`config.mk`:
```
export PLATFORM = sky130hd
export DESIGN_NAME = ste_array_matcher
export DESIGN_NICKNAME = d
export VERILOG_FILES = /design/src/rtl/ste_array_matcher.sv
export SDC_FILE = /design/constraint.sdc
export NUM_CORES = 1
export LEC_CHECK = 0
export CAP_MARGIN = 20
export CORE_MARGIN = 3
export CORE_UTILIZATION = 40
export CTS_CLUSTER_DIAMETER = 120
export CTS_CLUSTER_SIZE = 40
export DETAILED_ROUTE_END_ITERATION = 8
export PLACE_DENSITY = 0.56
export SLEW_MARGIN = 5
export SYNTH_ARGS = -nofsm -noshare
export SYNTH_HDL_FRONTEND = slang
export SYNTH_SLANG_ARGS = --single-unit
```
`constraint.sdc`:
```
create_clock -name clock -period 3.7 [get_ports clock]
set_input_delay 0.74 -clock clock [delete_from_list [all_inputs] [get_ports clock]]
set_output_delay 0.74 -clock clock [all_outputs]
set_load 0.02 [all_outputs]
```
`src/rtl/ste_array_matcher.sv`:
```
// Array of state transition elements that matches a symbol stream against per-STE symbol sets.
// Optional macro STE_REPORT_OFFSET_EN adds report_offset (stream index of each reported symbol).
module ste_array_matcher #(
  parameter int NUM_STE       = 8,
  parameter int SYMBOL_W      = 16,
  parameter int MATCH_PER_STE = 4,
  localparam int SW = (NUM_STE > 1) ? $clog2(NUM_STE) : 1,
  localparam int MW = (MATCH_PER_STE > 1) ? $clog2(MATCH_PER_STE) : 1
) (
  input  logic                clock,
  input  logic                reset,
  input  logic                cfg_we,
  input  logic [1:0]          cfg_sel,
  input  logic [SW-1:0]       cfg_ste,
  input  logic [MW-1:0]       cfg_idx,
  input  logic [SYMBOL_W-1:0] cfg_data,
  input  logic                start,
  input  logic                sym_valid,
  output logic                sym_ready,
  input  logic [SYMBOL_W-1:0] sym_data,
  input  logic                sym_last,
  output logic                busy,
  output logic                done,
  output logic                report_valid,
  output logic [NUM_STE-1:0]  report_vec,
`ifdef STE_REPORT_OFFSET_EN
  output logic [31:0]         report_offset,
`endif
  output logic [1:0]          dbg_state
);

  // Symbol handshake: a symbol transfers on a rising edge where sym_valid and
  // sym_ready are both high; sym_ready is high exactly in S_RUN.
  typedef enum logic [1:0] {S_IDLE = 2'd0, S_RUN = 2'd1, S_DONE = 2'd2} state_t;

  state_t r_state, w_state_nxt;

  logic [SYMBOL_W-1:0]      r_entry   [NUM_STE][MATCH_PER_STE];
  logic [MATCH_PER_STE-1:0] r_entry_v [NUM_STE];
  logic [NUM_STE-1:0]       r_adj     [NUM_STE];
  logic [NUM_STE-1:0]       r_start_f, r_report_f, r_mode_f;
  logic [NUM_STE-1:0]       r_active, r_report_vec;
  logic                     r_report_valid, r_first;

  // A write issued together with start is held until the stream ends so the
  // running stream sees the old configuration.
  logic                r_pend_v;
  logic [1:0]          r_pend_sel;
  logic [SW-1:0]       r_pend_ste;
  logic [MW-1:0]       r_pend_idx;
  logic [SYMBOL_W-1:0] r_pend_data;

  logic                w_xfer, w_launch, w_wr_en;
  logic [1:0]          w_wr_sel;
  logic [SW-1:0]       w_wr_ste;
  logic [MW-1:0]       w_wr_idx;
  logic [SYMBOL_W-1:0] w_wr_data;
  logic [NUM_STE-1:0]  w_en, w_match, w_next_active, w_rep;

  assign w_xfer   = (r_state == S_RUN) && sym_valid;
  assign w_launch = (r_state == S_IDLE) && start;
  assign w_wr_en  = ((r_state == S_IDLE) && cfg_we && !start) ||
                    ((r_state == S_DONE) && r_pend_v);
  assign w_wr_sel  = (r_state == S_DONE) ? r_pend_sel  : cfg_sel;
  assign w_wr_ste  = (r_state == S_DONE) ? r_pend_ste  : cfg_ste;
  assign w_wr_idx  = (r_state == S_DONE) ? r_pend_idx  : cfg_idx;
  assign w_wr_data = (r_state == S_DONE) ? r_pend_data : cfg_data;

  assign w_en  = r_active | (r_start_f & (~r_mode_f | {NUM_STE{r_first}}));
  assign w_rep = w_match & r_report_f;

  always_comb begin
    w_match       = '0;
    w_next_active = '0;
    for (int i = 0; i < NUM_STE; i++) begin
      for (int k = 0; k < MATCH_PER_STE; k++) begin
        if (r_entry_v[i][k] && (r_entry[i][k] == sym_data)) w_match[i] = w_en[i];
      end
    end
    for (int i = 0; i < NUM_STE; i++) begin
      if (w_match[i]) w_next_active = w_next_active | r_adj[i];
    end
  end

  always_comb begin
    w_state_nxt = r_state;
    case (r_state)
      S_IDLE:  if (start) w_state_nxt = S_RUN;
      S_RUN:   if (w_xfer && sym_last) w_state_nxt = S_DONE;
      S_DONE:  w_state_nxt = S_IDLE;
      default: w_state_nxt = S_IDLE;
    endcase
  end

  always_ff @(posedge clock) begin
    if (reset) r_state <= S_IDLE;
    else       r_state <= w_state_nxt;
  end

  // Entry payloads need no reset: an entry is only consulted while its valid bit is set.
  always_ff @(posedge clock) begin
    if (w_wr_en && (w_wr_sel == 2'd0)) r_entry[w_wr_ste][w_wr_idx] <= w_wr_data;
  end

  always_ff @(posedge clock) begin
    if (reset) begin
      for (int i = 0; i < NUM_STE; i++) begin
        r_entry_v[i] <= '0;
        r_adj[i]     <= '0;
      end
      r_start_f      <= '0;
      r_report_f     <= '0;
      r_mode_f       <= '0;
      r_active       <= '0;
      r_first        <= 1'b0;
      r_report_vec   <= '0;
      r_report_valid <= 1'b0;
      r_pend_v       <= 1'b0;
      r_pend_sel     <= '0;
      r_pend_ste     <= '0;
      r_pend_idx     <= '0;
      r_pend_data    <= '0;
    end else begin
      if (w_wr_en) begin
        case (w_wr_sel)
          2'd0: r_entry_v[w_wr_ste][w_wr_idx] <= 1'b1;
          2'd1: r_entry_v[w_wr_ste][w_wr_idx] <= 1'b0;
          2'd2: r_adj[w_wr_ste] <= w_wr_data[NUM_STE-1:0];
          default: begin
            r_start_f[w_wr_ste]  <= w_wr_data[0];
            r_report_f[w_wr_ste] <= w_wr_data[1];
            r_mode_f[w_wr_ste]   <= w_wr_data[2];
          end
        endcase
      end
      if (w_launch && cfg_we) begin
        r_pend_v    <= 1'b1;
        r_pend_sel  <= cfg_sel;
        r_pend_ste  <= cfg_ste;
        r_pend_idx  <= cfg_idx;
        r_pend_data <= cfg_data;
      end else if (r_state == S_DONE) begin
        r_pend_v <= 1'b0;
      end
      if (w_launch) begin
        r_active <= '0;
        r_first  <= 1'b1;
      end else if (w_xfer) begin
        r_active <= w_next_active;
        r_first  <= 1'b0;
      end
      r_report_vec   <= w_xfer ? w_rep : '0;
      r_report_valid <= w_xfer && (|w_rep);
    end
  end

`ifdef STE_REPORT_OFFSET_EN
  logic [31:0] r_sym_cnt, r_report_offset;
  always_ff @(posedge clock) begin
    if (reset) begin
      r_sym_cnt       <= '0;
      r_report_offset <= '0;
    end else begin
      if (w_launch)    r_sym_cnt <= '0;
      else if (w_xfer) r_sym_cnt <= r_sym_cnt + 32'd1;
      r_report_offset <= (w_xfer && (|w_rep)) ? r_sym_cnt : '0;
    end
  end
  assign report_offset = r_report_offset;
`endif

  assign sym_ready    = (r_state == S_RUN);
  assign busy         = (r_state == S_RUN);
  assign done         = (r_state == S_DONE);
  assign report_valid = r_report_valid;
  assign report_vec   = r_report_vec;
  assign dbg_state    = r_state;

endmodule

```
==> impl_metrics.env <==
export IMPL_status="complete, no violations"
export IMPL_ys_types=57
export IMPL_route_detailed_drc=0
export IMPL_wirelength_met1_mm=36.8
export IMPL_post_cts_buffers=0
export IMPL_cts_htree_levels=1
export IMPL_die_x_um=277
export IMPL_clk_pin_slew_ns=0.15
export IMPL_cts_sinks=676
export IMPL_critical_path_startpoint_type="flip-flop"
export IMPL_yosysSeqAreaShare_pct=67.0
export IMPL_grt_pass1_vias=16869
export IMPL_synth_area_leader_cell="edfxtp_1"
export IMPL_worst_slack_ns=0.493
export IMPL_hold_class="flip-flop to flip-flop"
export IMPL_io_buffers=58
export IMPL_clkLatencyLatePin_ns=0.61
export IMPL_ir_worst_vdd_mv=0.277
export IMPL_hold_depth=2
export IMPL_drt_initial_drc_count=1515
export IMPL_initial_core_util_pct=40.7
export IMPL_power_density_nw_per_um2=400
export IMPL_slew_viol_final=0
export IMPL_cts_root_buffer="clkbuf_16"
export IMPL_finalCriticalPeriod_ns=3.21
export IMPL_ys_flop_type="edfxtp_1"
export IMPL_worstHoldStart="r_pend_data[6]"
export IMPL_met2_wirelength_mm=38.9
export IMPL_critPathArrivalTime_ns=2.47
export IMPL_grt_max_degree=45
export IMPL_cts_max_path_buffers=3
export IMPL_path_class="flip-flop to primary output"
export IMPL_leakagePower_nw=10.6
export IMPL_vias_per_cell=5.35
export IMPL_final_nets=2233
export IMPL_holdBufCountCts=0
export IMPL_finalSetupTns_ns=0
export IMPL_gp_congestion=0.836
export IMPL_async_flop_share_pct=0
export IMPL_finalSetupViolations=0
export IMPL_num_rows=98
export IMPL_yosys_top_cells_area="edfxtp_1 62%, xor2_1 12%, dfxtp_1 4.7%, xnor2_1 3.1%, nor2_1 2.6%"
export IMPL_wl_mm=82.2
export IMPL_crit_start="dbg_state[1]"
export IMPL_syn_avg_cell_area_um2=14.1
export IMPL_die_y_um=277
export IMPL_overflow=0
export IMPL_place_ws_ns=0.203
export IMPL_syn_instance_count=2075
export IMPL_fmax_mhz=312
export IMPL_rsz0062_at_grt="no"
export IMPL_finalCritPeriodShare_pct=86.7
export IMPL_dp_hpwl_mm=50.2
export IMPL_top_level_ports=59
export IMPL_cts_made_buffers=20
export IMPL_dieArea_um2=76500
export IMPL_syn_area_um2=29300
export IMPL_r2r_start="dbg_state[1]"
export IMPL_finalHoldViolCount=0
export IMPL_max_cap_violations=0
export IMPL_ys_warnings_count=0
export IMPL_cts_resized=0
export IMPL_firstDrtPassIters=5
export IMPL_cp_required_ns=2.96
export IMPL_synth_net_count=2120
export IMPL_met3_length_mm=4.74
export IMPL_ys_seq_elements=676
export IMPL_endpoint_kind="primary output"
export IMPL_worstMarginPinSlew_ns=0.916
export IMPL_highest_layer="met4"
export IMPL_reg2regPathDepth=6
export IMPL_drive_gt1_share_pct=9.89
export IMPL_cts_tree="done"
export IMPL_fin_worst_skew_ns=0.0148
export IMPL_worstPathMaxFanout=18
export IMPL_grt_pass1_wl_mm=118
export IMPL_antenna_found_initial=4
export IMPL_coreArea_um2=72000
export IMPL_synth_edf_count=608
export IMPL_fin_util_pct=44.3
export IMPL_syn_to_final_growth_pct=8.98
export IMPL_synth_top_area_share_pct=62.4
export IMPL_ant_nets=0
export IMPL_grt_total_usage_pct=21.0
export IMPL_wl_per_cell_um=26.1
export IMPL_maxSlewHeadroom_pct=38.9
export IMPL_dr_total_vias=16840
flip-flops by register name, indices dropped and copies added (netlist names), 3 cells and up:
| signal | cells |
|---|---|
| r_active | 8 |
| r_report_f | 8 |
| r_pend_ste | 3 |
| r_entry | 512 |
| r_start_f | 8 |
| r_adj | 64 |
| r_entry_v | 32 |
| report_vec | 8 |
| r_mode_f | 8 |
| r_pend_data | 16 |
layout by cell type, fill, tap and decap left out, types with 4 or more instances in the layout:
cell / count
a221oi_1: 7
nor2_1: 199
buf_4: 126
buf_2: 17
inv_1: 22
a211oi_1: 10
o21ai_0: 21
nand3_1: 16
o221ai_1: 7
edfxtp_1: 608
clkbuf_1: 6
xor2_1: 410
nor3_1: 33
a21oi_1: 59
o211ai_1: 9
o21bai_1: 33
mux2_2: 9
nand2b_1: 21
clkdlybuf4s50_1: 41
clkbuf_16: 21
o22ai_1: 12
mux2i_1: 8
nand4_1: 44
nor2b_1: 7
buf_12: 21
or2_1: 4
a21o_1: 5
nor4_1: 86
xnor2_1: 102
dfxtp_1: 68
nand2_1: 124
per-layer routing:
| metal | up-vias | track usage, % |
|---|---|---|
| met2 | 510 | 34.8 |
| met4 | 0 | 4.24 |
| li1 | 7560 | - |
| met3 | 84 | 2.78 |
| met5 | - | 0 |
| met1 | 8686 | 29.8 |
stage by stage:
stage / cells / power, mW / hold WS [ns] / cell area (µm²)
after global routing: 3145 / 13.1 / 0.483 / 31900
after global placement: 3115 / 9.64 / 0.439 / 31300
after detailed placement: 3116 / 9.65 / 0.444 / 31300
after floorplan: 2075 / 9.18 / 0.423 / 29300
final: 3146 / 12.8 / 0.463 / 31900
after CTS: 3145 / 12.8 / 0.463 / 31900
report_power, final:
part | internal, mW | switching [mW] | leakage [nW] | total, mW
registers | 8.37 | 0.0279 | 6.16 | 8.40
logic | 0.337 | 0.745 | 4.12 | 1.08
clock network | 1.10 | 2.19 | 0.283 | 3.28
total | 9.81 | 2.96 | 10.6 | 12.8
worst max-delay path, stage by stage, from the launching register on:
cell and delay [ns]:
dfxtp_1 0.50, nand2b_2 0.33, buf_4 0.35, inv_1 0.08
clkdlybuf4s50_1 0.60
cell type report:
type                            count  area [µm²]
Multi-Input combinational cell   1262        8570
Sequential cell                   676       19600
Antenna cell                        1        2.50
Fill cell                        6527       40100
Clock buffer                       27         548
Tap cell                          950        1190
Inverter                           23        86.3
Clock inverter                      2        22.5
Timing Repair Buffer              205        1860
worst paths after layout:
path,slack [ns],endpoint
max reg2reg,0.62,r_entry[4][35]
max,0.49,done
min,0.46,r_pend_data[6]
min reg2reg,0.46,r_pend_data[6]
kinds of logic (layout without fill, tap and decap cells):
group                  after synthesis  in the layout  synth area share (%)
AO/OA/AOI/OAI                      176            176                  3.98
AND/OR/NAND/NOR                    552            552                  9.03
buffers and inverters              137            257                  3.73
flip-flops                         676            676                  67.0
multiplexers                        22             22                 0.919
other                                0              1                     0
XOR/XNOR                           512            512                  15.3
cell usage after synthesis, drive strengths merged, types with 2 or more instances:
cell type and number:
edfxtp 608, xor2 410, nor2 200, nand2 126, xnor2 102, nor4 90
buf 87, dfxtp 68, a21oi 59, nand4 44, nor3 34, o21bai 33
clkbuf 27, inv 23, nand2b 22, o21ai 22, nand3 16, o22ai 14
mux2i 13, a211oi 10, mux2 9, o211ai 9, a221oi 7, nor2b 7
o221ai 7, a21o 5, or2 4, and2 2, and3 2, nand3b 2
o2111ai 2, o21a 2
(Power assumes the default switching activity.)
